--- config.mk ---
export PLATFORM = sky130hd
export DESIGN_NAME = train_dispatch
export DESIGN_NICKNAME = d
export VERILOG_FILES = /design/src/rtl/train_dispatch.sv
export SDC_FILE = /design/constraint.sdc
export NUM_CORES = 1
export LEC_CHECK = 0
export BUFFER_PORTS_ARGS = -buffer_cell sky130_fd_sc_hd__buf_4
export CAP_MARGIN = 10
export CORE_MARGIN = 3
export CORE_UTILIZATION = 51
export CTS_CLUSTER_DIAMETER = 80
export DETAILED_ROUTE_END_ITERATION = 8
export GPL_TIMING_DRIVEN = 1
export PLACE_DENSITY_LB_ADDON = 0.25
export SLEW_MARGIN = 20
export SYNTH_ARGS = -nofsm -noshare
export SYNTH_HDL_FRONTEND = slang
export SYNTH_SLANG_ARGS = --single-unit
export TNS_END_PERCENT = 30
--- constraint.sdc ---
create_clock -name clk -period 6.7 [get_ports clk]
set_clock_uncertainty 0.2 [all_clocks]
set_input_delay 1.005 -clock clk [delete_from_list [all_inputs] [get_ports clk]]
set_output_delay 1.005 -clock clk [all_outputs]
set_load 0.03 [all_outputs]
--- src/rtl/train_dispatch.sv ---
// Control-centre dispatcher for the train FSM. It drives ctrl/mng, sequences a trip of
// N_STOPS stops, and checks every evnt code against a cycle-accurate shadow of the train.
module train_dispatch #(
  parameter int unsigned N_STOPS   = 4,
  parameter int unsigned MAX_RETRY = 2
) (
  input  logic       clk,
  input  logic       reset,
  input  logic       go,
  input  logic       stop_req,
  input  logic       crew_ok,
  input  logic [3:0] evnt,
  output logic       ctrl,
  output logic       mng,
  output logic       busy,
  output logic [3:0] stop_cnt,
  output logic       done,
  output logic       aborted,
  output logic       door_fault,
  output logic       alarm
);
  localparam logic [3:0] LAST_STOP = 4'(N_STOPS);
  localparam logic [2:0] RETRY_MAX = 3'(MAX_RETRY);

  typedef enum logic [2:0] {TR_DEPO, TR_TN, TR_ST, TR_OPEN, TR_CLOSE} train_e;
  typedef enum logic [1:0] {DS_IDLE, DS_RUN, DS_ALARM} disp_e;

  train_e     shadow_q, shadow_d;
  disp_e      state_q, state_d;
  logic       ctrl_q, ctrl_d;
  logic       mng_q, mng_d;
  logic       done_q, done_d;
  logic       aborted_q, aborted_d;
  logic       door_fault_q, door_fault_d;
  logic       stop_pend_q, stop_pend_d;
  logic [3:0] stop_cnt_q, stop_cnt_d;
  logic [2:0] retry_q, retry_d;
  logic [3:0] evnt_exp;
  logic       mismatch;
  logic       stop_now;

  function automatic train_e train_step(input train_e s, input logic c);
    train_e n;
    unique case (s)
      TR_DEPO:  n = c ? TR_TN   : TR_DEPO;
      TR_TN:    n = c ? TR_ST   : TR_DEPO;
      TR_ST:    n = c ? TR_TN   : TR_OPEN;
      TR_OPEN:  n = c ? TR_TN   : TR_CLOSE;
      TR_CLOSE: n = c ? TR_OPEN : TR_TN;
      default:  n = TR_DEPO;
    endcase
    return n;
  endfunction

  // Event code the train must report for the state/mng pair it currently holds.
  always_comb begin
    unique case (shadow_q)
      TR_DEPO:  evnt_exp = mng_q ? 4'b0000 : 4'b0001;
      TR_TN:    evnt_exp = mng_q ? 4'b0010 : 4'b1000;
      TR_ST:    evnt_exp = 4'b0011;
      TR_OPEN:  evnt_exp = mng_q ? 4'b0100 : 4'b0101;
      TR_CLOSE: evnt_exp = mng_q ? 4'b0110 : 4'b0111;
      default:  evnt_exp = 4'b1111;
    endcase
  end

  assign mismatch = (state_q != DS_ALARM) && (evnt != evnt_exp);
  assign stop_now = stop_pend_q | stop_req;

  always_comb begin
    // NOTE: every _d gets a default before the case, so no path can infer a latch.
    shadow_d     = train_step(shadow_q, ctrl_q);
    mng_d        = crew_ok;
    state_d      = state_q;
    ctrl_d       = 1'b0;
    done_d       = 1'b0;
    aborted_d    = aborted_q;
    door_fault_d = door_fault_q;
    stop_pend_d  = stop_pend_q;
    stop_cnt_d   = stop_cnt_q;
    retry_d      = retry_q;

    if (mismatch) begin
      state_d = DS_ALARM;
    end else begin
      unique case (state_q)
        DS_IDLE: begin
          if (go && crew_ok) begin
            state_d      = DS_RUN;
            ctrl_d       = 1'b1;
            stop_cnt_d   = '0;
            retry_d      = '0;
            aborted_d    = 1'b0;
            door_fault_d = 1'b0;
            stop_pend_d  = stop_req;
          end
        end
        DS_RUN: begin
          stop_pend_d = stop_now;
          // ctrl is chosen for the state the train is entering, using next mng = crew_ok.
          unique case (shadow_d)
            TR_TN: begin
              if (!crew_ok) begin
                aborted_d = 1'b1;
              end else if (stop_cnt_q == LAST_STOP || stop_now) begin
                aborted_d = aborted_q | stop_now;
              end else begin
                ctrl_d = 1'b1;
              end
            end
            TR_ST: begin
              stop_cnt_d = stop_cnt_q + 4'd1;
              retry_d    = '0;
            end
            TR_OPEN: begin
              if (!crew_ok) door_fault_d = 1'b1;
            end
            TR_CLOSE: begin
              if (!crew_ok) begin
                door_fault_d = 1'b1;
                if (retry_q < RETRY_MAX) begin
                  ctrl_d  = 1'b1;
                  retry_d = retry_q + 3'd1;
                end else begin
                  state_d = DS_ALARM;
                end
              end
            end
            default: begin
              done_d      = 1'b1;
              state_d     = DS_IDLE;
              stop_pend_d = 1'b0;
            end
          endcase
        end
        default: state_d = DS_ALARM;
      endcase
    end
  end

  always_ff @(posedge clk) begin
    // NOTE: non-blocking assignments so every flop samples the pre-edge values.
    if (reset) begin
      shadow_q     <= TR_DEPO;
      state_q      <= DS_IDLE;
      ctrl_q       <= 1'b0;
      mng_q        <= 1'b0;
      done_q       <= 1'b0;
      aborted_q    <= 1'b0;
      door_fault_q <= 1'b0;
      stop_pend_q  <= 1'b0;
      stop_cnt_q   <= '0;
      retry_q      <= '0;
    end else begin
      shadow_q     <= shadow_d;
      state_q      <= state_d;
      ctrl_q       <= ctrl_d;
      mng_q        <= mng_d;
      done_q       <= done_d;
      aborted_q    <= aborted_d;
      door_fault_q <= door_fault_d;
      stop_pend_q  <= stop_pend_d;
      stop_cnt_q   <= stop_cnt_d;
      retry_q      <= retry_d;
    end
  end

  assign ctrl       = ctrl_q;
  assign mng        = mng_q;
  assign busy       = (state_q == DS_RUN);
  assign stop_cnt   = stop_cnt_q;
  assign done       = done_q;
  assign aborted    = aborted_q;
  assign door_fault = door_fault_q;
  assign alarm      = (state_q == DS_ALARM);

endmodule

Word level (Yosys, flattened, before mapping). Cells that the tools add are included.

Register bits after elaboration: 18. Bits in latches: 0. Memory bits (writable): 0. ROM bits: 0. Bits of input ports: 9. Word-level logic and storage cells: 108. Memories kept: 0.

$add $sub $neg: 2. $mul: 0. Divide/modulo/power cells: 0. Order comparisons: 1. Equal/unequal tests: 28. Shift-type cells: 0. Multiplexer cells: 44. Bitwise operators: 4. Reductions and logical operators: 18.

Operators by type and width (number): case mux 4 bit (5 select lines) (1); two-way mux 1 bit (18); case mux 3 bit (5 select lines) (1); two-way mux 2 bit (7); == test 3 x 2 -> 1 bit, second input constant (4); two-way mux 3 bit (4); two-way mux 4 bit (3); inequality test 3 bit, second input constant (4); case mux 3 bit (2 select lines) (2); AND reduction 4 bit (3); inequality test 2 bit, second input constant (5); case mux 1 bit (2 select lines) (5); AND reduction 5 bit (2); inequality test 4 bit, second input constant (2); case mux 2 bit (2 select lines) (2); case mux 4 bit (2 select lines) (1); == test 3 x 1 -> 1 bit, second input constant (2); == test 3 bit, second input constant (2); inequality test 3 x 2 -> 1 bit, second input constant (2); AND reduction 6 bit (1); OR reduction 3 bit (2); adder 4 x 1 -> 4 bit, second input constant (1); == test 4 x 3 -> 1 bit, second input constant (1); inequality test 2 x 1 -> 1 bit, second input constant (2); other kinds (16) (20).

Longest topological paths before layout. Gate-level depths: netlist of run 1.

Depth after elaboration: 7. Mapped depth: 9. Mapped depth without buffers: 6.

Least setup slack after synthesis of run 1. No wires, ideal clock.

Path type: input port to flip-flop. From: in evnt[3]. To: reg stop_cnt_q[0] (netlist: stop_cnt[0]). Setup time: 121 ps. Data arrival time: 2293 ps. Data required time: 6379 ps. Setup slack: 4087 ps. Stages: 5. Path buffers: 0. Path through: or4_1 > a32oi_1 > o21ba_2 > and4b_1 > mux2_2.

Longest elaborated chain between the ends: 4.

RTL lines: from (decl) (line 12) `input logic [3:0] evnt,`; inequality test 4 bit (line 67) `assign mismatch = (state_q != DS_ALARM) && (evnt != evnt_exp);`; logical AND 1 bit (line 67); inverter 1 bit (no source line); AND reduction 4 bit (no source line); to (signal assigned) (line 163) `stop_cnt_q <= stop_cnt_d;`; to (decl) (line 36) `logic [3:0] stop_cnt_q, stop_cnt_d;`.

Every way passes these cells. A chain may end at the register's enable or synchronous reset.

Final worst setup path of run 1.
From: in crew_ok. To: reg stop_cnt_q[3] (netlist: stop_cnt[3]).

Longest elaborated chain between the ends: 3.

RTL lines: from (decl) (line 11) `input logic crew_ok,`; logical AND 1 bit (line 88) `if (go && crew_ok) begin`; inequality test 2 bit (no source line); AND reduction 4 bit (no source line).

Every way passes these cells.

==> flow_metrics.env, run 1 <==
export IMPL_period_share=0.405
export IMPL_required_ps=6740
export IMPL_crit_chain="buf_4 -> nand2_1 -> nor3_1 -> a21o_2 -> nand4_1 -> or4_1 -> a21oi_1"
export IMPL_leakage_nw=0.509
export IMPL_final_period_minus_worst_setup_slack_ps=2710
export IMPL_clockBufferDepth=2
export IMPL_crit_slowest_cell="sky130_fd_sc_hd__nor3_1"
export IMPL_place_gp_congestion=0.883
export IMPL_cpPeakStageDelay_ps=670
export IMPL_min_to="stop_pend_q$_SDFFE_PP0P_"
export IMPL_drive_gt1_frac=0.178
export IMPL_detailroute_via_count=1120
export IMPL_whs_path_depth=2
export IMPL_wl_met1_um=1250
export IMPL_drt_wirelength_per_cell_um=14.5
export IMPL_setup_worst_path_start_class="input pin"
export IMPL_dr_wl_met3_um=130
export IMPL_fmax_ghz=0.369
export IMPL_drv_max_cap_violation_count=0
export IMPL_synth_cell_area_mm2=0.00116
export IMPL_detailed_router_iteration_count_before_antenna_repair=4
export IMPL_cts_post_setup_buffers_inserted=0
export IMPL_finalNetCount=170
export IMPL_yosysWarnings=0
export IMPL_yosys_most_used_dff="sky130_fd_sc_hd__dfxtp_1"
export IMPL_post_synth_inst_count=143
export IMPL_floorplan_core_area_mm2=0.00206
export IMPL_flip_flop_and_latch_count_after_synthesis=18
export IMPL_power_ir_vdd_worst_v=0.000108
export IMPL_hold_violations=0
export IMPL_clock_latency_ps=310
export IMPL_final_hold_worst_slack_ps=308
export IMPL_hold_start="stop_pend_q$_SDFFE_PP0P_"
export IMPL_synth_cell_types=47
export IMPL_rr_startpoint="shadow_q[2]$_SDFF_PP0_"
export IMPL_run_status="finished, final reports clean"
export IMPL_critical_path_reg2reg_endpoint="retry_q[0]$_SDFFE_PP0P_"
export IMPL_setup_worst_path_class="input pin to register"
export IMPL_drt_first_iter_violations=19
export IMPL_per_cell_via_count_in_the_routed_design=6.09
export IMPL_worst_r2r_cell_count=6
export IMPL_cts_tree="done"
export IMPL_cts_htree_levels=1
export IMPL_rows=16
export IMPL_timing_reg2reg_setup_slack_ps=4140
export IMPL_final_setup_viol_count=0
export IMPL_met2_wirelength_um=1250
export IMPL_power_density_mw_per_mm2=153
export IMPL_critical_path_endpoint_type="register"
export IMPL_fin_tns_setup_ps=0
export IMPL_cts_inserted_buffers=3
export IMPL_timing_critical_path_fanout_max=9
export IMPL_initial_core_utilization=0.561
export IMPL_top_level_ports=20
export IMPL_grt_first_pass_wirelength_um=4330
export IMPL_via_count_of_the_first_global_routing_pass=978
export IMPL_antenna_cells_inserted=0
export IMPL_design_die_area_mm2=0.00288
export IMPL_finish_cell_count_without_fillers=184
export IMPL_clock_root_buffer="sky130_fd_sc_hd__clkbuf_4"
export IMPL_slew_viol_final=0
export IMPL_syn_nets=155
export IMPL_ant_nets=0
export IMPL_worst_slew_pin_slew_ps=874
export IMPL_fp_dieH_um=53.6
export IMPL_syn_area_per_cell_um2=8.09
export IMPL_dpl_instance_area_mm2=0.00128
export IMPL_numPortBuffers=19
export IMPL_grt_max_degree=20
export IMPL_rsz0062_at_grt="false"
export IMPL_post_route_drc_count=0
export IMPL_post_cts_resized_instances=0
export IMPL_placedCellCount=180
export IMPL_ctsHoldBuffers=0
export IMPL_critical_path_buf_inv_count=1
export IMPL_clock_sink_count=18
export IMPL_synthToLayoutAreaGrowth_pct=13.8
export IMPL_critPathArrivalTime_ps=2750
export IMPL_hpwl_um=1930
export IMPL_final_cell_mix="sky130_fd_sc_hd__buf_4 (19), sky130_fd_sc_hd__dfxtp_1 (18), sky130_fd_sc_hd__nor2_1 (16)"
export IMPL_route_top_layer_used="met4"
export IMPL_gr_total_overflow=0
export IMPL_dieWidth_um=53.6
export IMPL_max_slew_margin=0.413
export IMPL_synth_edf_count=0
export IMPL_layout_commonest_cell="sky130_fd_sc_hd__buf_4"
export IMPL_critPathTopFamily="simple AND/OR/NAND/NOR gates"
export IMPL_seq_area_frac_synth=0.311
export IMPL_routed_wirelength_um=2670
export IMPL_grt_antenna_before_repair=0
export IMPL_final_cell_area_mm2=0.00132
export IMPL_setup_worst_path_start="crew_ok"
export IMPL_total_global_route_track_usage=0.208
export IMPL_hold_path_class="register to register"
export IMPL_synth_async_reset_ratio=0
export IMPL_clkTransAtPathRegs_ps=100
-- stage by stage --
step                worst slack (ps)  total power, mW  utilization
floorplan                       4090            0.128            -
global placement                3810            0.136        0.621
detailed placement              3670            0.136        0.621
CTS                             3990            0.203        0.639
global route                    3820            0.211        0.639
finish                          3990            0.202        0.639
-- tightest hold or removal path: stages, from the launching register on --
cell and delay, ps:
sky130_fd_sc_hd__dfxtp_1 330, sky130_fd_sc_hd__inv_1 60, sky130_fd_sc_hd__o32ai_2 80
-- cell families after synthesis --
kind of cell               share of synthesized area
buffers and inverters                         0.0649
muxes                                         0.0281
AOI/OAI and AO/OA                              0.277
and+or+nand+nor                                0.279
DFF                                            0.311
adders and majority gates                     0.0324
xor gates and xnor gates                     0.00757
-- where the power goes --
part	total (mW)	internal (mW)	switching [mW]
Combinational	0.0240	0.0107	0.0134
Sequential	0.110	0.108	0.00196
Clock	0.0677	0.0332	0.0344
-- layer usage --
layer | vias up | global-route usage
li1 | 560 | -
met1 | 528 | 0.281
met2 | 25 | 0.308
met3 | 7 | 0.0693
met4 | 0 | 0.0681
met5 | - | 0
-- registers in the layout (all words and copies together), names as in the netlist --
signal       count
mng              1
state_q          2
door_fault       1
retry_q          3
shadow_q         3
stop_cnt         4
done             1
stop_pend_q      1
ctrl             1
aborted          1
-- cells in the mapped netlist, drive strengths merged, types with 2 or more instances --
cell / n / area, µm²
nand2b: 4 / 25.0
ha: 3 / 37.5
a41oi: 2 / 17.5
nand2: 6 / 22.5
mux2: 2 / 22.5
buf: 5 / 37.5
nor3b: 6 / 45.0
and3: 2 / 12.5
clkbuf: 4 / 15.0
inv: 6 / 22.5
a21boi: 2 / 15.0
nand3: 2 / 10.0
o21bai: 3 / 22.5
o21ai: 6 / 30.0
nor2b: 8 / 50.1
a32oi: 2 / 17.5
a21oi: 10 / 53.8
o32ai: 2 / 25.0
nor2: 16 / 60.1
or4: 3 / 22.5
a211oi: 2 / 15.0
nor3: 5 / 25.0
nand3b: 2 / 15.0
dfxtp: 18 / 360
a31oi: 4 / 25.0
-- layout make-up --
class / instances / area (µm²)
Sequential cell: 18 / 360
Multi-Input combinational cell: 110 / 722
Clock buffer: 4 / 36.3
Fill cell: 182 / 744
Inverter: 6 / 22.5
Timing Repair Buffer: 19 / 143
Tap cell: 27 / 33.8
-- worst max-delay path by stage --
stage	to	slack, ps	depth (start not counted)
floorplan	stop_cnt[0]$_SDFFE_PP0P_	4090	5
global placement	stop_cnt[3]$_SDFFE_PP0P_	3810	7
detailed placement	stop_cnt[3]$_SDFFE_PP0P_	3670	7
CTS	stop_cnt[3]$_SDFFE_PP0P_	3990	7
global route	stop_cnt[3]$_SDFFE_PP0P_	3820	7
finish	stop_cnt[3]$_SDFFE_PP0P_	3990	7
No activity file was read; power rests on OpenSTA's default activity.
==> run 2: changes to the inputs <==
- CORE_UTILIZATION: 51 -> 49
- clock period: 6.7 -> 2.44 ns (I/O delays scaled with it)
==> run 2 against run 1 <==
Net effect: worst hold slack got worse by 160 ps; flip-flop and latch count did not move; final cell count up 6.0%; worst setup slack lost 3800 ps; clock power rose to 2.8 times the previous value; sequential power increased to 2.7 times the previous value; first-iteration DRC count is 120% higher; largest cell class unchanged.
==> flow_metrics.env, run 2 (same netlist as run 1, synthesis figures left out) <==
export IMPL_layout_commonest_cell="sky130_fd_sc_hd__buf_4"
export IMPL_worst_r2r_cell_count=6
export IMPL_detailed_router_iteration_count_before_antenna_repair=4
export IMPL_critical_path_endpoint_type="register"
export IMPL_fmax_ghz=0.444
export IMPL_comb_power_share=0.131
export IMPL_power_density_mw_per_mm2=402
export IMPL_leakage_nw=0.574
export IMPL_rsz0062_at_grt="false"
export IMPL_drv_max_cap_violation_count=0
export IMPL_cts_tree="done"
export IMPL_largest_register_ff_count=4
export IMPL_rows=16
export IMPL_dr_wl_met3_um=197
export IMPL_wl_met1_um=1370
export IMPL_top_level_ports=20
export IMPL_drt_wirelength_per_cell_um=14.8
export IMPL_critical_path_reg2reg_endpoint="stop_cnt[0]$_SDFFE_PP0P_"
export IMPL_numPortBuffers=19
export IMPL_pwr_share_clk=0.338
export IMPL_regArea_um2=364
export IMPL_post_route_util=0.670
export IMPL_run_status="finished, final reports clean"
export IMPL_ant_nets=0
export IMPL_power_ir_vdd_worst_v=0.000345
export IMPL_cts_htree_levels=1
export IMPL_fp_dieH_um=54.6
export IMPL_clkTransAtPathRegs_ps=100
export IMPL_final_hold_worst_slack_ps=147
export IMPL_detailroute_via_count=1181
export IMPL_place_gp_congestion=0.838
export IMPL_met2_wirelength_um=1320
export IMPL_post_route_drc_count=0
export IMPL_worst_slew_pin_slew_ps=448
export IMPL_setup_worst_path_start="shadow_q[0]$_SDFF_PP0_"
export IMPL_hpwl_um=2200
export IMPL_cts_inserted_buffers=3
export IMPL_power_sequential_fraction=0.531
export IMPL_drt_first_iter_violations=42
export IMPL_antenna_cells_inserted=0
export IMPL_via_count_of_the_first_global_routing_pass=1061
export IMPL_drive_gt1_frac=0.256
export IMPL_finalNetCount=181
export IMPL_final_layout_fill_cell_count=183
export IMPL_finish_cell_count_without_fillers=195
export IMPL_final_cell_area_mm2=0.00141
export IMPL_clock_latency_ps=300
export IMPL_routed_wirelength_um=2890
export IMPL_dpl_instance_area_mm2=0.00136
export IMPL_floorplan_core_area_mm2=0.00210
export IMPL_synthToLayoutAreaGrowth_pct=21.7
export IMPL_preCtsSetupSlack_ps=132
export IMPL_grt_antenna_before_repair=0
export IMPL_gr_total_overflow=0
export IMPL_net_switching_power_mw=0.145
export IMPL_design_die_area_mm2=0.00298
export IMPL_rr_startpoint="shadow_q[0]$_SDFF_PP0_"
export IMPL_fin_tns_setup_ps=0
export IMPL_fin_total_pwr_mw=0.566
export IMPL_critPathArrivalTime_ps=2250
export IMPL_dieWidth_um=54.6
export IMPL_final_cell_mix="sky130_fd_sc_hd__buf_4 (30), sky130_fd_sc_hd__nor2_1 (16), sky130_fd_sc_hd__dfxtp_1 (15)"
export IMPL_ctsHoldBuffers=0
export IMPL_setup_worst_path_class="register to register"
export IMPL_per_cell_via_count_in_the_routed_design=6.06
export IMPL_clock_sink_count=18
export IMPL_max_slew_margin=0.699
export IMPL_hold_violations=0
export IMPL_timing_reg2reg_setup_slack_ps=190
export IMPL_final_critical_path_setup_slack_ps=187
export IMPL_required_ps=2440
export IMPL_route_top_layer_used="met4"
export IMPL_switching_share=0.255
export IMPL_hold_path_class="input pin to register"
export IMPL_power_report_internal_total_mw=0.421
export IMPL_initial_core_utilization=0.551
export IMPL_setup_worst_path_start_class="register"
export IMPL_grt_max_degree=20
export IMPL_total_global_route_track_usage=0.211
export IMPL_final_period_minus_worst_setup_slack_ps=2250
export IMPL_final_setup_viol_count=0
export IMPL_clockBufferDepth=2
export IMPL_multi_input_comb_area_um2=727
export IMPL_timing_critical_path_fanout_max=11
export IMPL_grt_first_pass_wirelength_um=4660
export IMPL_placedCellCount=191
export IMPL_slew_viol_final=0
export IMPL_period_share=0.923
export IMPL_cts_post_setup_buffers_inserted=0
export IMPL_clock_root_buffer="sky130_fd_sc_hd__clkbuf_4"
export IMPL_last_element_of_the_critical_path="stop_cnt[0]$_SDFFE_PP0P_"
run 2: timing repair:
action	4_1_cts	5_1_grt
hold endpoints to repair	0	0
setup endpoints to repair	0	4
resized for setup	0	4
run 2: critical path, stage by stage, from the launching register on:
cell	delay, ps
sky130_fd_sc_hd__dfxtp_2	390
sky130_fd_sc_hd__nor4bb_1	150
sky130_fd_sc_hd__or4_1	520
sky130_fd_sc_hd__a32oi_1	180
sky130_fd_sc_hd__o21ba_2	230
sky130_fd_sc_hd__and4b_1	220
sky130_fd_sc_hd__mux2_2	260
run 2: worst min path at each step:
stage | from | endpoint | slack [ps] | depth (start not counted)
CTS | crew_ok | mng$_SDFF_PP0_ | 150 | 2
detailed placement | stop_cnt[3]$_SDFFE_PP0P_ | stop_cnt[3]$_SDFFE_PP0P_ | 300 | 2
finish | crew_ok | mng$_SDFF_PP0_ | 150 | 2
floorplan | retry_q[2]$_SDFFE_PP0P_ | retry_q[2]$_SDFFE_PP0P_ | 270 | 2
global route | crew_ok | mng$_SDFF_PP0_ | 150 | 2
global placement | stop_pend_q$_SDFFE_PP0P_ | stop_pend_q$_SDFFE_PP0P_ | 280 | 2
run 2: area by class of cell:
type | count | share of cell area
Timing Repair Buffer | 30 | 0.160
Tap cell | 27 | 0.0240
Clock buffer | 4 | 0.0258
Sequential cell | 18 | 0.258
Inverter | 6 | 0.0160
Multi-Input combinational cell | 110 | 0.516
run 2: metal layers:
metal | global-route usage | up-vias
met2 | 0.341 | 45
met3 | 0.0490 | 2
met4 | 0.0290 | 0
met1 | 0.290 | 554
met5 | 0 | -
li1 | - | 580
run 2: power by group through the flow:
stage | clock (mW) | combinational [mW] | sequential, mW
2_1_floorplan | 0 | 0.0426 | 0.308
4_1_cts | 0.188 | 0.0730 | 0.301
3_3_place_gp | 0 | 0.0714 | 0.307
6_report | 0.191 | 0.0742 | 0.301
5_1_grt | 0.201 | 0.0808 | 0.301
3_5_place_dp | 0 | 0.0728 | 0.307
